==> config.mk <==
export PLATFORM = sky130hd
export DESIGN_NAME = serial_subtractor_flat
export DESIGN_NICKNAME = d
export VERILOG_FILES = /design/src/rtl/serial_subtractor_pkg.sv /design/src/rtl/serial_subtractor_if.sv /design/src/rtl/serial_subtractor_full_subtractor.sv /design/src/rtl/serial_subtractor.sv /design/src/flat_wrapper.sv
export SDC_FILE = /design/constraint.sdc
export NUM_CORES = 1
export LEC_CHECK = 0
export ABC_AREA = 1
export BUFFER_PORTS_ARGS = -buffer_cell sky130_fd_sc_hd__buf_2
export CORE_MARGIN = 8
export CORE_UTILIZATION = 50
export DETAILED_ROUTE_END_ITERATION = 10
export GPL_ROUTABILITY_DRIVEN = 0
export PLACE_DENSITY = 0.72
export SLEW_MARGIN = 5
export SYNTH_ARGS = -nofsm -noshare
export SYNTH_HDL_FRONTEND = slang
export SYNTH_HIERARCHICAL = 1
export SYNTH_SLANG_ARGS = --single-unit
==> constraint.sdc <==
create_clock -name clk -period 1.74 [get_ports clk]
set_clock_uncertainty 0.05 [all_clocks]
set_input_delay 0 -clock clk [delete_from_list [all_inputs] [get_ports clk]]
set_output_delay 0 -clock clk [all_outputs]
set_load 0.02 [all_outputs]
==> src/rtl/serial_subtractor_pkg.sv <==
// Shared definitions for the bit-serial arithmetic units (subtractor and sibling adder).
package serial_subtractor_pkg;

    localparam int SUB_DEFAULT_WIDTH = 8;

    localparam logic [1:0] ST_IDLE = 2'd0;
    localparam logic [1:0] ST_RUN  = 2'd1;
    localparam logic [1:0] ST_DONE = 2'd2;

    typedef enum logic [1:0] {
        S_IDLE = ST_IDLE,
        S_RUN  = ST_RUN,
        S_DONE = ST_DONE
    } state_t;

    // Bit-counter width; never narrower than one bit.
    function automatic int cnt_width(input int width);
        return (width > 2) ? $clog2(width) : 1;
    endfunction

endpackage

==> src/rtl/serial_subtractor_if.sv <==
// Start/busy/done handshake plus operand and result buses of the serial subtractor.
interface serial_subtractor_if
    import serial_subtractor_pkg::*;
#(
    parameter int WIDTH = SUB_DEFAULT_WIDTH
);
    logic             start;
    logic [WIDTH-1:0] a;
    logic [WIDTH-1:0] b;
    logic             busy;
    logic             done;
    logic [WIDTH-1:0] diff;
    logic             borrow;
    logic             overflow;

    modport master (
        output start, a, b,
        input  busy, done, diff, borrow, overflow
    );

    modport slave (
        input  start, a, b,
        output busy, done, diff, borrow, overflow
    );
endinterface

==> src/rtl/serial_subtractor_full_subtractor.sv <==
// One-bit full subtractor cell: d = a - b - bin, bout is the borrow out.
module full_subtractor (
    input  logic a,
    input  logic b,
    input  logic bin,
    output logic d,
    output logic bout
);
    assign d    = a ^ b ^ bin;
    assign bout = (~a & b) | (~(a ^ b) & bin);
endmodule

==> src/rtl/serial_subtractor.sv <==
// Bit-serial LSB-first subtractor: one full-subtractor cell, WIDTH cycles per a - b.
module serial_subtractor
    import serial_subtractor_pkg::*;
#(
    parameter int WIDTH = SUB_DEFAULT_WIDTH
) (
    input logic                clk,
    input logic                rst_n,
    serial_subtractor_if.slave bus
);
    localparam int             CW       = cnt_width(WIDTH);
    localparam logic [CW-1:0]  CNT_LAST = CW'(WIDTH - 1);

    state_t           state_q, state_d;
    logic [WIDTH-1:0] a_sh_q, a_sh_d;
    logic [WIDTH-1:0] b_sh_q, b_sh_d;
    logic [WIDTH-1:0] d_sh_q, d_sh_d;
    logic [CW-1:0]    cnt_q, cnt_d;
    logic             borrow_r_q, borrow_r_d;
    logic             a_msb_q, a_msb_d;
    logic             b_msb_q, b_msb_d;
    logic [WIDTH-1:0] diff_q, diff_d;
    logic             borrow_q, borrow_d;
    logic             overflow_q, overflow_d;
    logic             busy_q, busy_d;
    logic             done_q, done_d;
    logic             cell_d, cell_bout;

    full_subtractor u_cell (
        .a    (a_sh_q[0]),
        .b    (b_sh_q[0]),
        .bin  (borrow_r_q),
        .d    (cell_d),
        .bout (cell_bout)
    );

    always_comb begin
        state_d    = state_q;
        a_sh_d     = a_sh_q;
        b_sh_d     = b_sh_q;
        d_sh_d     = d_sh_q;
        cnt_d      = cnt_q;
        borrow_r_d = borrow_r_q;
        a_msb_d    = a_msb_q;
        b_msb_d    = b_msb_q;
        diff_d     = diff_q;
        borrow_d   = borrow_q;
        overflow_d = overflow_q;

        case (state_q)
            S_IDLE: begin
                if (bus.start) begin
                    state_d    = S_RUN;
                    a_sh_d     = bus.a;
                    b_sh_d     = bus.b;
                    a_msb_d    = bus.a[WIDTH-1];
                    b_msb_d    = bus.b[WIDTH-1];
                    borrow_r_d = 1'b0;
                    cnt_d      = '0;
                end
            end
            S_RUN: begin
                a_sh_d     = {1'b0, a_sh_q[WIDTH-1:1]};
                b_sh_d     = {1'b0, b_sh_q[WIDTH-1:1]};
                d_sh_d     = {cell_d, d_sh_q[WIDTH-1:1]};
                borrow_r_d = cell_bout;
                cnt_d      = cnt_q + CW'(1);
                // The last cell output is the result MSB, so publish straight from the cell.
                if (cnt_q == CNT_LAST) begin
                    state_d    = S_DONE;
                    diff_d     = {cell_d, d_sh_q[WIDTH-1:1]};
                    borrow_d   = cell_bout;
                    overflow_d = (a_msb_q ^ b_msb_q) & (cell_d ^ a_msb_q);
                end
            end
            S_DONE: state_d = S_IDLE;
            default: state_d = S_IDLE;
        endcase

        busy_d = (state_d != S_IDLE);
        done_d = (state_d == S_DONE);
    end

    always_ff @(posedge clk) begin
        if (!rst_n) begin
            state_q    <= S_IDLE;
            a_sh_q     <= '0;
            b_sh_q     <= '0;
            d_sh_q     <= '0;
            cnt_q      <= '0;
            borrow_r_q <= 1'b0;
            a_msb_q    <= 1'b0;
            b_msb_q    <= 1'b0;
            diff_q     <= '0;
            borrow_q   <= 1'b0;
            overflow_q <= 1'b0;
            busy_q     <= 1'b0;
            done_q     <= 1'b0;
        end else begin
            state_q    <= state_d;
            a_sh_q     <= a_sh_d;
            b_sh_q     <= b_sh_d;
            d_sh_q     <= d_sh_d;
            cnt_q      <= cnt_d;
            borrow_r_q <= borrow_r_d;
            a_msb_q    <= a_msb_d;
            b_msb_q    <= b_msb_d;
            diff_q     <= diff_d;
            borrow_q   <= borrow_d;
            overflow_q <= overflow_d;
            busy_q     <= busy_d;
            done_q     <= done_d;
        end
    end

    assign bus.busy     = busy_q;
    assign bus.done     = done_q;
    assign bus.diff     = diff_q;
    assign bus.borrow   = borrow_q;
    assign bus.overflow = overflow_q;

endmodule
==> src/flat_wrapper.sv <==
// flat-port wrapper written by rule: the top's interface ports become plain ports
module serial_subtractor_flat import serial_subtractor_pkg::*;
#(
    parameter int WIDTH = SUB_DEFAULT_WIDTH
)
  (clk, rst_n, bus_start, bus_a, bus_b, bus_busy, bus_done, bus_diff, bus_borrow, bus_overflow);
  serial_subtractor_if #(.WIDTH(WIDTH)) bus_i ();
  input logic clk;
  input logic rst_n;
  input wire logic [$bits(bus_i.start)-1:0] bus_start;
  input wire logic [$bits(bus_i.a)-1:0] bus_a;
  input wire logic [$bits(bus_i.b)-1:0] bus_b;
  output wire logic [$bits(bus_i.busy)-1:0] bus_busy;
  output wire logic [$bits(bus_i.done)-1:0] bus_done;
  output wire logic [$bits(bus_i.diff)-1:0] bus_diff;
  output wire logic [$bits(bus_i.borrow)-1:0] bus_borrow;
  output wire logic [$bits(bus_i.overflow)-1:0] bus_overflow;
  assign bus_i.start = bus_start;
  assign bus_i.a = bus_a;
  assign bus_i.b = bus_b;
  assign bus_busy = bus_i.busy;
  assign bus_done = bus_i.done;
  assign bus_diff = bus_i.diff;
  assign bus_borrow = bus_i.borrow;
  assign bus_overflow = bus_i.overflow;
  serial_subtractor #(.WIDTH(WIDTH)) u_core (.clk(clk), .rst_n(rst_n), .bus(bus_i));
endmodule
==> summary.md <==
Critical path
• u_core/b_sh_q[0] — Worst R2R Start
• 510 ps — maximum cell stage delay along the critical path
• register — endpoint type of the worst setup path
• register — Worst Setup Start Kind
• 4 — maximum fanout count along the critical path
• 1620 ps — arrival time of data at the critical path endpoint
• inv_1, fa_1, nor3_1, nor2_1, nor2_1 — critical path, cell by cell
• fa_1 — slowest library cell on the worst path
• reg2reg — Setup CP Type
• 1920 ps — data required time of the critical path
• nor2_1 — most frequent cell on the critical path
• u_core/b_sh_q[0] — startpoint of the most critical setup path
• adder cells — crit-path leading delay family
• 1 — buffering stage count on the worst path with inverters included

STA
• 1440 ps — fin crit period
• 0 ps — setup tns final
• 695 MHz — Max Clock Freq
• 263 ps — worst slew pin tran
• 5.12 ps — worst hold slack
• 301 ps — Final Worst Setup Slack
• 0 — final hold viol count
• 0 — Slew Limit Fails
• 82.5% — tightest slew margin relative to the limit
• 82.7% — ratio of final minimum period to clock period
• 0 — count of final setup violators
• no — RSZ-0062 raised after global routing

Power and ir drop
• 37.2% — clock share of power
• 1.56 mW — cell internal pwr
• 946 nW/um2 — pwr/cell area
• 1.06 nW — leak pwr
• 0.507 mW — switching power
• 51.4% — Reg power frac
• 24.5% — switching fraction of total power
• 2.07 mW — Power Total
• 586 uV — worst voltage drop across the vdd grid
• 11.4% — combinational fraction of design power

Yosys
• 7.45 um2 — mean area per synthesized cell
• 274 — post-synth net total
• 45.8% — area share of the largest cell type after synthesis
• 22 — Netlist cell types
• nand3_1, dfxtp_1, inv_1 — commonest cells in the synthesized netlist
• 252 — Post-Synthesis Cells
• 0 — number of enable flip-flop cells after synthesis
• 0% — async set-reset flop share out of synthesis
• dfxtp_1, nand3_1, inv_1, a21oi_1, nor2_1 — most area-consuming cells after synthesis
• 6 — total of warnings raised by yosys
• nand3_1 — most frequent cell after synthesis
• 43 — flip-flop and latch count after synthesis
• dfxtp_1 — cell type with the largest total area after synthesis
• dfxtp_1 — most instantiated flip-flop cell in the synthesis netlist
• 45.8% — part of the Yosys area used for sequential elements
• 1880 um2 — netlist area before placement

Die
• 77.3 um — Die Width
• 31 — top-level I/O count
• 51.7% — Starting Density
• 5970 um2 — Die Outline Area
• 22 — Rows
• 3630 um2 — Core Area
• 77.3 um — vertical die dimension

Layout
• 308 — Post-layout nets
• 2190 um2 — cell area after layout
• 16.5% — area added between synthesis and finish
• 335 — final std cells w/o fill
• 361 — Filler cells
• 0 — total inserted antenna cells
• 60.2% — final design utilization
• 18.1% — fraction of layout cells with a size suffix above 1

Placement
• 2.66 mm — Detail Placement HPWL
• 320 ps — worst setup timing slack at the placement stage
• 30 — IO Port Bufs
• 322 — placed cell count
• 2020 um2 — post-placement cell area

Detailed routing
• met4 — max layer used
• 1.81 mm — detailed-routing wirelength on met1
• 1662 — count of vias placed by the detailed router
• 4 — number of detailed-routing iterations run before antenna repair
• 11.5 um — routed wire length per instance
• 0 — DRC violations left
• 4.96 — Vias/cell
• 3.84 mm — final wirelength
• 1.77 mm — Routed met2 length
• 0 — number of nets with antenna violations after routing
• 216 um — met3 wire len
• 121 — first-iteration detailed-routing DRC count

CTS
• 2 — deepest clock path buffer count
• 290 ps — worst-skew pair later-pin latency
• 43 — Num Clock Sinks
• 80 ps — clock slew at reported path FFs
• clkbuf_8 — Clk Tree Root Cell
• 5 — number of CTS-inserted buffers
• 2 — level count of the clock H-tree
• yes — CTS tree
• 0 — post-cts gate resize count

GRT
• 0 — Remaining Overflow, GRT
• 25 — pin count of the biggest net entering global routing
• 1532 — number of global-route vias before repair
• 13.4% — aggregate global-route resource usage
• 6.66 mm — global-route wire length before repair
• 0 — antenna violations before repair

Hold path
• bus_b[6] — critical hold path startpoint
• in2reg — worst min-delay path class

Outcome
• completed — status

Job
• 0 — max-cap violations

-- what timing repair did --
item	4_1_cts	5_1_grt
hold buffers	5	0
setup buffers	0	0
endpoints found under the hold margin	7	0
-- tightest hold or removal path, delay by kind of cell --
family / cells / cell delay [ps]
buf+inv: 2 / 140
simple gates: 2 / 120
compound gates: 1 / 50
-- sequential cells by signal (all words and copies together) (netlist names) --
name	cells
u_core/b_msb_q	1
u_core/bus.borrow	1
u_core/bus.diff	8
u_core/a_sh_q	8
u_core/bus.overflow	1
u_core/a_msb_q	1
u_core/d_sh_q	7
u_core/bus.done	1
u_core/b_sh_q	8
u_core/bus.busy	1
u_core/borrow_r_q	1
u_core/state_q	2
u_core/cnt_q	3
-- final timing paths --
kind | slack [ps] | depth (start not counted) | to
worst min-delay path | 5 | 5 | u_core/b_sh_q[6]
worst max register to register | 300 | 5 | u_core/bus.overflow
worst min register to register | 420 | 1 | u_core/cnt_q[0]
worst max-delay path | 300 | 5 | u_core/bus.overflow
-- power groups by stage --
stage | clock (mW) | combinational (mW) | sequential [mW]
floorplan | 0 | 0.185 | 1.08
global route | 0.830 | 0.272 | 1.07
detailed placement | 0 | 0.226 | 1.09
global placement | 0 | 0.224 | 1.08
CTS | 0.782 | 0.236 | 1.06
finish | 0.768 | 0.236 | 1.06
-- logic make-up after synthesis --
| group | share of synthesized area (%) |
|---|---|
| AOI/OAI and AO/OA | 12.0 |
| adders and majority gates | 2.40 |
| and+or+nand+nor | 25.5 |
| DFF | 45.8 |
| buffers and inverters | 14.3 |
-- placed cells by master (no fill, tap or decap), types with 5 or more instances in the layout --
cell / netlist / layout
a21oi_1: 27 / 27
clkbuf_8: 0 / 5
buf_4: 2 / 7
nor2_1: 28 / 28
o21ai_0: 17 / 17
inv_1: 37 / 37
buf_2: 3 / 30
nand3_1: 45 / 45
nand2_1: 27 / 27
dlygate4sd3_1: 0 / 5
dfxtp_1: 43 / 43
-- per-layer routing --
layer | global-route usage, % | vias up
li1 | - | 870
met1 | 16.8 | 746
met2 | 19.9 | 44
met3 | 4.78 | 2
met4 | 6.42 | 0
met5 | 0 | -
-- final cells by class --
class | instances | area [um2] | share of cell area (%)
Inverter | 40 | 153 | 6.98
Clock inverter | 3 | 43.8 | 2.00
Timing Repair Buffer | 42 | 253 | 11.6
Sequential cell | 43 | 861 | 39.4
Tap cell | 48 | 60.1 | 2.75
Clock buffer | 5 | 68.8 | 3.15
Multi-Input combinational cell | 154 | 748 | 34.2
Note: power is estimated with default switching activity, not from simulation.
